<file path="config.mk">
export PLATFORM = sky130hd
export DESIGN_NAME = mux_rr_stream
export DESIGN_NICKNAME = d
export VERILOG_FILES = /design/src/rtl/mux_rr_stream.sv
export SDC_FILE = /design/constraint.sdc
export NUM_CORES = 1
export LEC_CHECK = 0
export BUFFER_PORTS_ARGS = -buffer_cell sky130_fd_sc_hd__buf_2
export CORE_AREA = 5 5 62 64
export DETAILED_ROUTE_END_ITERATION = 8
export DIE_AREA = 0 0 67 69
export GPL_TIMING_DRIVEN = 0
export MAX_ROUTING_LAYER = met4
export PLACE_DENSITY = 0.67
export RECOVER_POWER = 100
export SLEW_MARGIN = 20
export SYNTH_ARGS = -nofsm -noshare
export SYNTH_HDL_FRONTEND = slang
export SYNTH_SLANG_ARGS = --single-unit
</file>
<file path="constraint.sdc">
create_clock -name clk -period 3.55 [get_ports clk]
set_input_delay 0.71 -clock clk [delete_from_list [all_inputs] [get_ports clk]]
set_output_delay 0.71 -clock clk [all_outputs]
set_load 0.02 [all_outputs]
</file>
<file path="src/rtl/mux_rr_stream.sv">
// N-channel handshaked stream mux: fixed-select or round-robin choice of one
// input per cycle into a single registered output slot tagged with its channel.

module mux_rr_lane #(
  parameter int SELW = 2,
  parameter int K    = 0
) (
  input  logic            mode,
  input  logic [SELW-1:0] sel,
  input  logic            rr_hit,
  input  logic            acc,
  output logic            rdy
);
  // An out-of-range sel matches no lane, so nothing is offered in fixed mode.
  assign rdy = acc & (mode ? rr_hit : (sel == SELW'(K)));
endmodule

module mux_rr_stream #(
  parameter int NCH   = 4,
  parameter int WIDTH = 8,
  parameter int SELW  = 2
) (
  input  logic                 clk,
  input  logic                 rst,
  input  logic [NCH*WIDTH-1:0] in_data,
  input  logic [NCH-1:0]       in_valid,
  output logic [NCH-1:0]       in_ready,
  input  logic                 mode,
  input  logic [SELW-1:0]      sel,
  output logic [WIDTH-1:0]     out_data,
  output logic [SELW-1:0]      out_ch,
  output logic                 out_valid,
  input  logic                 out_ready
);

  logic [SELW-1:0]  ptr;
  logic             acc;
  logic [NCH-1:0]   rr_oh;
  logic             rr_found;
  logic [NCH-1:0]   take;
  logic             xfer;
  logic [SELW-1:0]  xfer_ch;
  logic [SELW-1:0]  ptr_nxt;
  logic [WIDTH-1:0] xfer_data;

  // Slot is free, or being emptied this cycle; held low through reset.
  assign acc = !rst & (!out_valid | out_ready);

  // First valid channel at or after ptr, wrapping modulo NCH.
  always_comb begin
    rr_oh    = '0;
    rr_found = 1'b0;
    for (int j = 0; j < NCH; j++) begin
      for (int k = 0; k < NCH; k++) begin
        if (!rr_found && (k == (int'(ptr) + j) % NCH) && in_valid[k]) begin
          rr_oh[k] = 1'b1;
          rr_found = 1'b1;
        end
      end
    end
  end

  for (genvar k = 0; k < NCH; k++) begin : g_lane
    mux_rr_lane #(.SELW(SELW), .K(k)) u_lane (
      .mode   (mode),
      .sel    (sel),
      .rr_hit (rr_oh[k]),
      .acc    (acc),
      .rdy    (in_ready[k])
    );
  end

  assign take = in_valid & in_ready;
  assign xfer = |take;

  // At most one bit of take is set, so this is a plain one-hot select.
  always_comb begin
    xfer_ch   = '0;
    xfer_data = '0;
    for (int k = 0; k < NCH; k++) begin
      if (take[k]) begin
        xfer_ch   = SELW'(k);
        xfer_data = in_data[k*WIDTH +: WIDTH];
      end
    end
  end

  assign ptr_nxt = (xfer_ch == SELW'(NCH-1)) ? '0 : xfer_ch + SELW'(1);

  always_ff @(posedge clk) begin
    if (rst) begin
      out_valid <= 1'b0;
      out_data  <= '0;
      out_ch    <= '0;
      ptr       <= '0;
    end else if (xfer) begin
      out_valid <= 1'b1;
      out_data  <= xfer_data;
      out_ch    <= xfer_ch;
      if (mode) ptr <= ptr_nxt;
    end else if (out_ready) begin
      out_valid <= 1'b0;
    end
  end

endmodule

</file>
== Word level (Yosys, flattened, before mapping) ==
Index checks and enable logic that the tools add are counted.

* Bits in registers: 13
* Bits in latches: 0
* RAM bits: 0
* Memory bits (read-only): 0
* Output and inout port bits: 15
* Logic and storage cells: 137
* Memories: 0

* $add $sub $neg: 4
* $mul: 0
* Divide/modulo/power cells: 0
* Magnitude comparators: 0
* Eq/ne operators: 16
* Shift operators: 0
* Multiplexer cells: 44
* Bitwise gates (word level): 10
* Reductions and logical operators: 59

{| class="wikitable"
|+ Operators with widths
! kind !! count
|-
| 32-bit zero test || 4
|-
| 1-bit two-way mux || 37
|-
| 8-bit two-way mux || 4
|-
| 1-bit logical AND || 31
|-
| 3-bit equality test (first input constant) || 6
|-
| 1-bit zero test || 17
|-
| 2-bit by 3-bit equality test with 1-bit output (first input constant) || 3
|-
| 2-bit equality test (second input constant) || 3
|-
| 2-bit two-way mux || 3
|-
| 2-bit OR reduction || 3
|-
| 1-bit bitwise AND || 5
|-
| 2-bit by 1-bit adder with 2-bit output (second input constant) || 2
|-
| 2-bit adder (second input constant) || 2
|-
| 4-bit bitwise AND || 1
|-
| 2-bit equality test (first input constant) || 2
|-
| 4-bit OR reduction || 1
|-
| 1-bit bitwise AND (first input constant) || 3
|-
| 1-bit by 2-bit equality test with 1-bit output (first input constant) || 1
|-
| 2-bit by 1-bit equality test with 1-bit output (second input constant) || 1
|-
| 2-bit zero test || 1
|-
| 2-bit AND reduction || 1
|-
| 2-bit nonzero test || 1
|-
| 1-bit bitwise OR || 1
|}

== Longest topological paths before layout ==
Gate-level depths: netlist of the first run.

* Depth in word-level cells: 71
* Gate-level depth with buffers: 9
* Gate-level depth less buffers: 6

== Hierarchy ==
Synthesis of the first run repeated with hierarchy kept, for this count alone.

* Cell total of the unflattened synthesis: 107
* Area total of the unflattened synthesis: 897.1 sq um

{| class="wikitable"
|+ By module, submodules not included
! module !! times used !! cells an instance !! area each (sq um)
|-
| mux_rr_stream || 1 || 97 || 817.0
|-
| mux_rr_lane at g_lane[1].u_lane ... || 2 || 2 || 18.8
|-
| mux_rr_lane at g_lane[0].u_lane || 1 || 3 || 25.0
|-
| mux_rr_lane at g_lane[3].u_lane || 1 || 3 || 17.5
|}

== Worst setup path after synthesis of the first run ==
OpenSTA, ideal clock, no wires.

* Path type: input -> output
* Start point: input port in_valid[0]
* End point: output port in_ready[2]
* Data arrival time: 1.676 ns
* Data required time: 2.840 ns
* Path slack: 1.164 ns
* Cell stages on the path: 7
* Buffers on the path: 2
* Cell sequence: buf_6 or3_1 o31ai_1 nor2_1 nor2_1 o21a_1 buf_4

* Longest elaborated chain between the ends: 60
* Elaborated cells between the ends (all ways): 63
* Those cells by class: 19 x mux; 1 x bitwise; 43 x reduce/logical

{| class="wikitable"
|+ Ends and longest elaborated chain
! item !! RTL line !! RTL
|-
| from (decl) || 26 || <nowiki>input logic [NCH-1:0] in_valid,</nowiki>
|-
| 1-bit logical AND || 55 || <nowiki>if (!rr_found && (k == (int'(ptr) + j) % NCH) && in_valid[k]) begin</nowiki>
|-
| 1-bit two-way mux || 55 ||
|-
| 1-bit zero test || 55 ||
|-
| 1-bit logical AND (2 in a row) || 55 ||
|-
| 1-bit two-way mux || 55 ||
|-
| 1-bit zero test || 55 ||
|-
| 1-bit logical AND (2 in a row) || 55 ||
|-
| 1-bit two-way mux || 55 ||
|-
| [40 not listed] || -- ||
|-
| 1-bit zero test || 55 ||
|-
| 1-bit logical AND (2 in a row) || 55 ||
|-
| 1-bit two-way mux || 55 ||
|-
| 1-bit zero test || 55 ||
|-
| 1-bit logical AND (2 in a row) || 55 ||
|-
| 1-bit two-way mux (*) || 55 ||
|-
| 1-bit two-way mux (*) || 15 || <nowiki>assign rdy = acc & (mode ? rr_hit : (sel == SELW'(K)));</nowiki>
|-
| 1-bit bitwise AND (*) || 15 ||
|-
| to (decl) || 27 || <nowiki>output logic [NCH-1:0] in_ready,</nowiki>
|}

Mark *: on every way between the ends. The rest lies on a longest branch, timed or not.

== Worst setup path in the final report of the first run ==
* Start point: input port mode
* End point: output port in_ready[1]

* Longest elaborated chain between the ends: 2

{| class="wikitable"
|+ Ends and longest elaborated chain
! item !! RTL line !! RTL
|-
| from (decl) || 28 || <nowiki>input logic mode,</nowiki>
|-
| 1-bit two-way mux || 15 ||
|-
| 1-bit bitwise AND || 15 ||
|}

No other way between the ends.

==> metrics.txt, run 1 <==
outcome=complete, no violations; Max H-tree Level=1; # hold bufs at CTS=0; VDD IR max=roughly 0.11 mV; Die X=67 um; synth top area cells=dfxtp_1 (24%), o2111ai_1 (6.4%), nor2_1 (6.2%), a22o_1 (5.6%), buf_6 (5.2%); Hold Slack=around 470 ps; nets@finish=242; Max Slew Vio Count=0; sw frac=35.2%; CTS clk-pin slew, worst paths=80 ps; Slew HR=62.1%; Vias/cell=~5; Clk Latency, worst-skew pair=270 ps; Critical Path RT=roughly 2800 ps; Synth Register Bits=13; Port Buf Inserts=55; CTS resizes=0; Hold WC Path Type=reg2reg; 1st-iter DRT viols=84; Setup violations, final=0; total power=0.430 mW; Post-Syn Nets=182; Int Pwr=0.279 mW; Diodes inserted=0; setup TNS=0 ps; top-area cell type share of the netlist area=23.8%; Fin. Hold Viols=0; Max Cap Viol=0; critical path peak fanout=10; DRC=0; Worst Path Arrival=between 1500 and 2000 ps; Seq/Total Area, Yosys=23.8%; Clock Tree Buf Depth=2; die area=4620 um2; RSZ-0062 raised after global routing=no; IO Count=57; largest net degree at the start of global routing=11; Final HPWL DP=2510 um; Psw=0.152 mW; Reg power frac=39.5%; TritonCTS clock tree=yes; vias in the first global route=between 1,000 and 1,500; synthesis-to-finish area growth=29.6%; Tightest Pin Transition=566 ps; Tot GR Track Use=between 10% and 20%; Fillers=360; initial antenna violation count=0; CTS Sinks=13; Avg Cell Area, Syn=7.80 um2; DR pass1 iterations=4; Clock power frac=20.9%; Comb power frac=39.5%; Post-Syn Area=1090 um2; share of cells above drive strength 1=31.7%; crit share post-route=76.1%; first-pass GRT wire length=5060 um; total core area=3230 um2; Overflow after GRT=0; total CTS buffers=3; Placer Congestion=0.881; Yosys Warn Count=0; final setup skew=roughly 8 ps; Yosys top cell by area=dfxtp_1; type of the worst setup path=in2out; per-cell routed wire length=13.2 um; Pwr Density=approximately 300 nW/um2; Pleak=0.627 nW; clock root cell=clkbuf_4; Routed WL=between 3000 and 4000 um; setup bufs post-CTS=0; Starting Density=33.8%; crit path capture type=primary output; fin crit period=2700 ps; cell count after synthesis=between 100 and 150; CP Launch Type=input port; Distinct cells, synth=43; Routed Antenna Nets=0; Die Ht=69 um; via count=1,226; fmax=370 MHz; FP Rows=21
[power by group through the flow]
stage | registers, mW | clock network (mW) | logic, mW
CTS | 0.170 | 0.0926 | 0.179
floorplan | 0.191 | 0 | 0.0988
global placement | 0.173 | 0 | 0.178
finish | 0.170 | 0.0900 | 0.170
detailed placement | 0.173 | 0 | 0.178
global route | 0.172 | 0.100 | 0.188
[synthesized netlist by cell type, drive strengths merged]
cell type / number
o21a: 2
and4: 1
a21oi: 3
dfxtp: 13
nor2: 19
a211oi: 1
o31a: 1
o2111a: 1
inv: 12
nand3b: 3
and3: 2
o2111ai: 8
a311oi: 1
a22o: 7
nor3b: 2
or3: 3
a21o: 2
nor2b: 4
o211ai: 2
o21ai: 4
o311ai: 1
o221a: 1
nand2: 15
a22oi: 3
a31oi: 5
a21boi: 1
and2: 1
o31ai: 4
nand2b: 1
nand3: 2
buf: 11
nand4: 2
clkbuf: 2
[placed cells by master (no fill, tap or decap), types with 4 or more instances in the layout]
cell	count
o21ai_0	4
a31oi_1	5
a22o_1	7
dfxtp_1	13
nand2_1	15
inv_1	12
clkbuf_1	20
buf_2	40
o31ai_1	4
buf_6	5
buf_4	4
nor2_1	18
o2111ai_1	8
[stage by stage]
step | util (%) | setup WS (ps) | cell area (um2) | instances
floorplan | - | 1160 | 1090 | 140
global placement | 44.1 | 953 | 1430 | 241
detailed placement | 44.1 | 978 | 1430 | 241
CTS | 44.9 | 959 | 1450 | 245
global route | 43.8 | 718 | 1420 | 245
finish | 43.8 | 847 | 1420 | 245
[path summary, 6_finish.rpt]
path,start,end,slack (ps),cells after the start
hold / removal,out_ch[0],out_ch[0],470,2
hold reg to reg,out_ch[0],out_ch[0],470,2
setup / recovery,mode,in_ready[1],850,6
setup reg to reg,ptr[1],out_data[7],1360,8
[worst max-delay path, stage by stage]
cell	delay [ps]
clkbuf_1	180
clkbuf_1	370
o211ai_1	210
a31oi_1	180
buf_4	130
clkbuf_1	220
[registers in the layout (all words and copies together), names as in the netlist]
register	count
out_data	8
out_ch	2
ptr	2
out_valid	1
[metal layers]
| layer | share of wire (%) | global-route usage [%] | vias up |
|---|---|---|---|
| li1 | - | - | 628 |
| met1 | 46 | 18.4 | 532 |
| met2 | 42 | 21.2 | 62 |
| met3 | 12 | 2.76 | 4 |
| met4 | 0.53 | 3.38 | 0 |
| met5 | 0 | - | - |
[layout make-up]
cell class	instances	area, um2	area share, %
tap	46	57.6	4.07
sequential	13	260	18.4
timing repair buffer	55	255	18.0
inverter	12	45.0	3.18
multi-input combinational	102	668	47.2
clock buffer	4	26.3	1.86
buffer	13	103	7.25
[cell families after synthesis]
| family | Yosys count | share of synthesized area [%] |
|---|---|---|
| AO/OA/AOI/OAI | 47 | 35.0 |
| AND/OR/NAND/NOR | 55 | 27.5 |
| flip-flops | 13 | 23.8 |
| buffers and inverters | 25 | 13.6 |
No activity file was read; power rests on OpenSTA's default activity.
==> run 2: changes to the inputs <==
- PLACE_DENSITY: 0.67 -> 0.7
- clock period: 3.55 -> 2.3 ns (I/O delays scaled with it)
==> run 2 against run 1 <==
  * Clock skew down 4.8 ps
  * Core utilization rose by 0.077 points
  * Sequential share of layout area barely moved
  * Final area is 0.18% higher
  * Setup slack got worse by 750 ps
  * Via count rose by 2.4%
==> metrics.txt, run 2 (synthesized netlist as in run 1, its figures left out) <==
outcome=complete, no violations; internal reg-to-reg setup slack=about 140 ps; Critical R2R Capture=out_data[5]; clock root cell=clkbuf_4; Worst path slowest cell=or3_1; CP Launch Type=flop; FP Rows=21; fmax=454 MHz; Die X=approximately 67 um; initial antenna violation count=0; Fillers=roughly 370; Max Cap Viol=0; Routed WL=3180 um; crit path capture type=primary output; synthesis-to-finish area growth=29.8%; # hold bufs at CTS=0; setup TNS=0 ps; Routed Antenna Nets=0; Worst Hold Path EP=out_data[4]; Pwr Density=roughly 470 nW/um2; Clk Latency, worst-skew pair=270 ps; TritonCTS clock tree=yes; final instance area=between 1000 and 1500 um2; critical path peak fanout=10; beginning of the critical path=ptr[1]; cells on worst reg2reg path=8; Pleak=around 0.64 nW; Worst Min Path Start=in_data[28]; Port Buf Inserts=55; Vias/cell=between 5 and 6; die area=4620 um2; Max Slew Vio Count=0; Placer Congestion=0.856; Tightest Pin Transition=roughly 540 ps; Overflow after GRT=0; Worst Path Arrival=between 1500 and 2000 ps; setup bufs post-CTS=0; vias in the first global route=1,196; worst slack, placed=-21.0 ps; Fin. Hold Viols=0; Hold WC Path Type=in2reg; Top reg by flops=out_data; IO Count=between 50 and 60; Setup violations, final=0; hold path depth=3; most frequent cells in the layout=buf_2 (43), nor2_1 (18), nand2_1 (15), clkbuf_1 (15), dfxtp_1 (13); Diodes inserted=0; CTS clk-pin slew, worst paths=around 80 ps; Die Ht=slightly below 70 um; Worst Slack Setup Final=about 96 ps; placed inst area=1430 um2; RSZ-0062 raised after global routing=no; worst-path cell chain=buf_6 > nor2b_4 > or3_1 > a22oi_1 > nor2b_1 > buf_4 > buf_2; share of cells above drive strength 1=between 30% and 40%; 1st-iter DRT viols=89; VDD IR max=around 0.14 mV; fin crit period=approximately 2200 ps; Starting Density=33.8%; FF-to-FF Start=ptr[1]; Max H-tree Level=1; Clock Tree Buf Depth=2; Largest regs=out_data x8, out_ch x2, ptr x2; max FFs per register=8; via count=1,255; final setup skew=3.33 ps; Slew HR=a little under two thirds; CTS resizes=0; CTS Sinks=13; DR pass1 iterations=4; first-pass GRT wire length=roughly 5300 um; type of the worst setup path=reg2out; Critical Path RT=1840 ps; Seq. cell area=260 um2; multi-input logic area=roughly 660 um2; total core area=3230 um2; largest net degree at the start of global routing=11; nets@finish=242; crit-path max cell delay=370 ps; Final HPWL DP=2530 um; DRC=0; most common cell after layout, fill and taps aside=buf_2; total CTS buffers=3; per-cell routed wire length=13.0 um; Tot GR Track Use=14.4%; crit share post-route=95.8%
-- run 2: cell count changes in the layout (fill, tap and decap cells not counted) --
cell | before | now
o21ai_1 | 0 | 1
buf_2 | 40 | 43
clkbuf_2 | 0 | 2
o311ai_1 | 1 | 0
o21ai_0 | 4 | 3
and3_2 | 1 | 2
clkbuf_1 | 20 | 15
and3_4 | 1 | 0
o311ai_0 | 0 | 1
-- run 2: worst max-delay path by stage --
| stage | to | slack (ps) |
|---|---|---|
| after detailed placement | out_data[3] | -20 |
| after CTS | in_ready[0] | 90 |
| after global routing | in_ready[0] | 3 |
| final | in_ready[0] | 100 |
| after global placement | out_data[3] | -20 |
| after floorplan | out_data[0] | 290 |
-- run 2: critical path, delay by kind of cell, from the launching register on --
kind / cells / cell delay [ps]
simple gates: 3 / 570
buf+inv: 3 / 400
flops: 1 / 310
compound gates: 1 / 180
-- run 2: through the flow --
stage / hold WS [ps] / util (%) / std cells / power, mW
3_5_place_dp: 453 / 44.1 / 241 / 0.540
2_1_floorplan: 533 / - / 140 / 0.447
5_1_grt: 454 / 43.9 / 245 / 0.712
6_report: 434 / 43.9 / 245 / 0.661
4_1_cts: 428 / 44.9 / 245 / 0.681
3_3_place_gp: 449 / 44.1 / 241 / 0.539
-- run 2: area by class of cell --
| cell class | instances | share of cell area [%] |
|---|---|---|
| Buffer | 13 | 7.33 |
| Clock buffer | 4 | 1.85 |
| Inverter | 12 | 3.18 |
| Multi-Input combinational cell | 102 | 46.9 |
| Sequential cell | 13 | 18.4 |
| Tap cell | 46 | 4.06 |
| Timing Repair Buffer | 55 | 18.4 |
-- run 2: routing by layer --
metal	global-route usage [%]	vias to the layer above	part of all wire, %
li1	-	630	-
met1	19.1	562	46
met2	21.4	57	43
met3	2.92	6	9.5
met4	4.95	0	1.2
met5	-	-	0
-- run 2: power by group --
part / switching [mW] / internal, mW / leakage [nW]
registers: 0.0117 / 0.250 / 0.107
clock network: 0.0708 / 0.0671 / 0.0150
logic: 0.148 / 0.113 / 0.521
==> run 3: changes to the inputs <==
- CORE_AREA: 5 5 62 64 -> 5 5 52 77
- DIE_AREA: 0 0 67 69 -> 0 0 57 82
- PLACE_DENSITY: 0.7 -> 0.69
==> run 3 against run 2 <==
  * Clock skew increased by 1.9 ps
  * Non-clock buffer count unchanged
  * Combinational power about the same
==> metrics.txt, run 3 (synthesized netlist as in run 1, its figures left out) <==
Overflow after GRT=0; nets@finish=242; Clock power frac=27.8%; vias in the first global route=~1,200; Die X=roughly 57 um; final setup skew=around 5.2 ps; fmax=approximately 460 MHz; IO Count=57; cells on worst reg2reg path=7; critical path peak fanout=10; Max Slew Vio Count=0; crit path capture type=primary output; Final HPWL DP=approximately 2700 um; Die Ht=82 um; Critical Path RT=roughly 1800 ps; internal reg-to-reg setup slack=260 ps; Slew HR=68.0%; sw frac=roughly a third; largest net degree at the start of global routing=11; CTS resizes=0; Max H-tree Level=1; beginning of the critical path=ptr[1]; Diodes inserted=0; post-layout util=43.4%; Hold WC Path Type=reg2reg; Hold Slack=460 ps; Psw=0.244 mW; Top reg by flops=out_data; 1st-iter DRT viols=58; Worst Path Arrival=1730 ps; die area=around 4700 um2; Int Pwr=0.487 mW; total core area=3320 um2; FF-to-FF Start=ptr[0]; Starting Density=32.9%; max FFs per register=8; most frequent cells in the layout=buf_2 (43), nor2_1 (18), clkbuf_1 (16); first-pass GRT wire length=5420 um; VDD IR max=0.249 mV; CTS clk-pin slew, worst paths=60 ps; total CTS buffers=3; Critical R2R Capture=ptr[1]; Clock Tree Buf Depth=2; # hold bufs at CTS=0; Tightest Pin Transition=481 ps; via count=around 1,200; Placer Congestion=0.777; Clk Latency, worst-skew pair=240 ps; Max Cap Viol=0; Largest regs=out_data x8, out_ch x2, ptr x2; Port Buf Inserts=55; Pwr Density=507 nW/um2; most common cell after layout, fill and taps aside=buf_2; initial antenna violation count=0; Fillers=between 300 and 400; CP endpoint=in_ready[0]; setup bufs post-CTS=0; clock root cell=clkbuf_8; Routed WL=3270 um; fin crit period=2190 ps; TritonCTS clock tree=yes; total power=0.731 mW; Worst Min Path Start=out_ch[0]; share of cells above drive strength 1=between 30% and 40%; Routed Antenna Nets=0; outcome=complete, no violations; type of the worst setup path=reg2out; Comb power frac=36.1%; synthesis-to-finish area growth=32.0%; Reg power frac=36.1%; Tot GR Track Use=between 10 and 15%; Vias/cell=5.15; per-cell routed wire length=13.6 um; Setup violations, final=0; crit share post-route=95.1%; Pleak=0.648 nW; CP Launch Type=flop; FP Rows=26; RSZ-0062 raised after global routing=no; DR pass1 iterations=4; DRC=0; CTS Sinks=13; Fin. Hold Viols=0
==> run 3: worst max-delay path, cell delays in order, from the launching register on <==
cell and delay [ps]:
dfxtp_1 310, buf_6 130, nor2b_1 150, or3_1 370
a22oi_1 180, nor2b_1 70, buf_4 130, clkbuf_2 140
==> run 3: how the worst min path moves through the flow <==
| stage | endpoint | slack (ps) | cells past startpoint |
|---|---|---|---|
| 5_1_grt | out_data[6] | 500 | 1 |
| 3_5_place_dp | out_ch[0] | 450 | 2 |
| 2_1_floorplan | out_ch[0] | 530 | 2 |
| 3_3_place_gp | out_ch[0] | 440 | 2 |
| 4_1_cts | out_ch[0] | 460 | 2 |
| 6_report | out_ch[0] | 460 | 2 |
==> run 3: power by group through the flow <==
stage,sequential (mW),combinational (mW),clock [mW]
detailed placement,0.268,0.275,0
floorplan,0.294,0.153,0
finish,0.264,0.264,0.203
global placement,0.266,0.275,0
global route,0.266,0.291,0.213
CTS,0.263,0.276,0.204
==> run 3: through the flow <==
stage	std cells	TNS (ps)	worst slack (ps)	cell area, um2
after floorplan	140	0	291	1090
after global placement	237	-96.1	-58.6	1420
after detailed placement	237	-40.6	-40.6	1420
after CTS	241	0	125	1470
after global routing	241	0	23.7	1440
final	241	0	112	1440
==> run 3: final cells by class <==
type,count,area (um2),share of cell area (%)
Timing Repair Buffer,55,259,18.0
Buffer,13,104,7.20
Tap cell,42,52.6,3.65
Sequential cell,13,260,18.1
Multi-Input combinational cell,102,676,46.9
Inverter,12,45.0,3.13
Clock buffer,4,45.0,3.13
==> run 3: routing by layer <==
| layer | track usage [%] | part of all wire [%] |
|---|---|---|
| met3 | 2.67 | 10 |
| met1 | 15.9 | 40 |
| met4 | 5.10 | 1.0 |
| met2 | 26.3 | 49 |
| met5 | - | 0 |
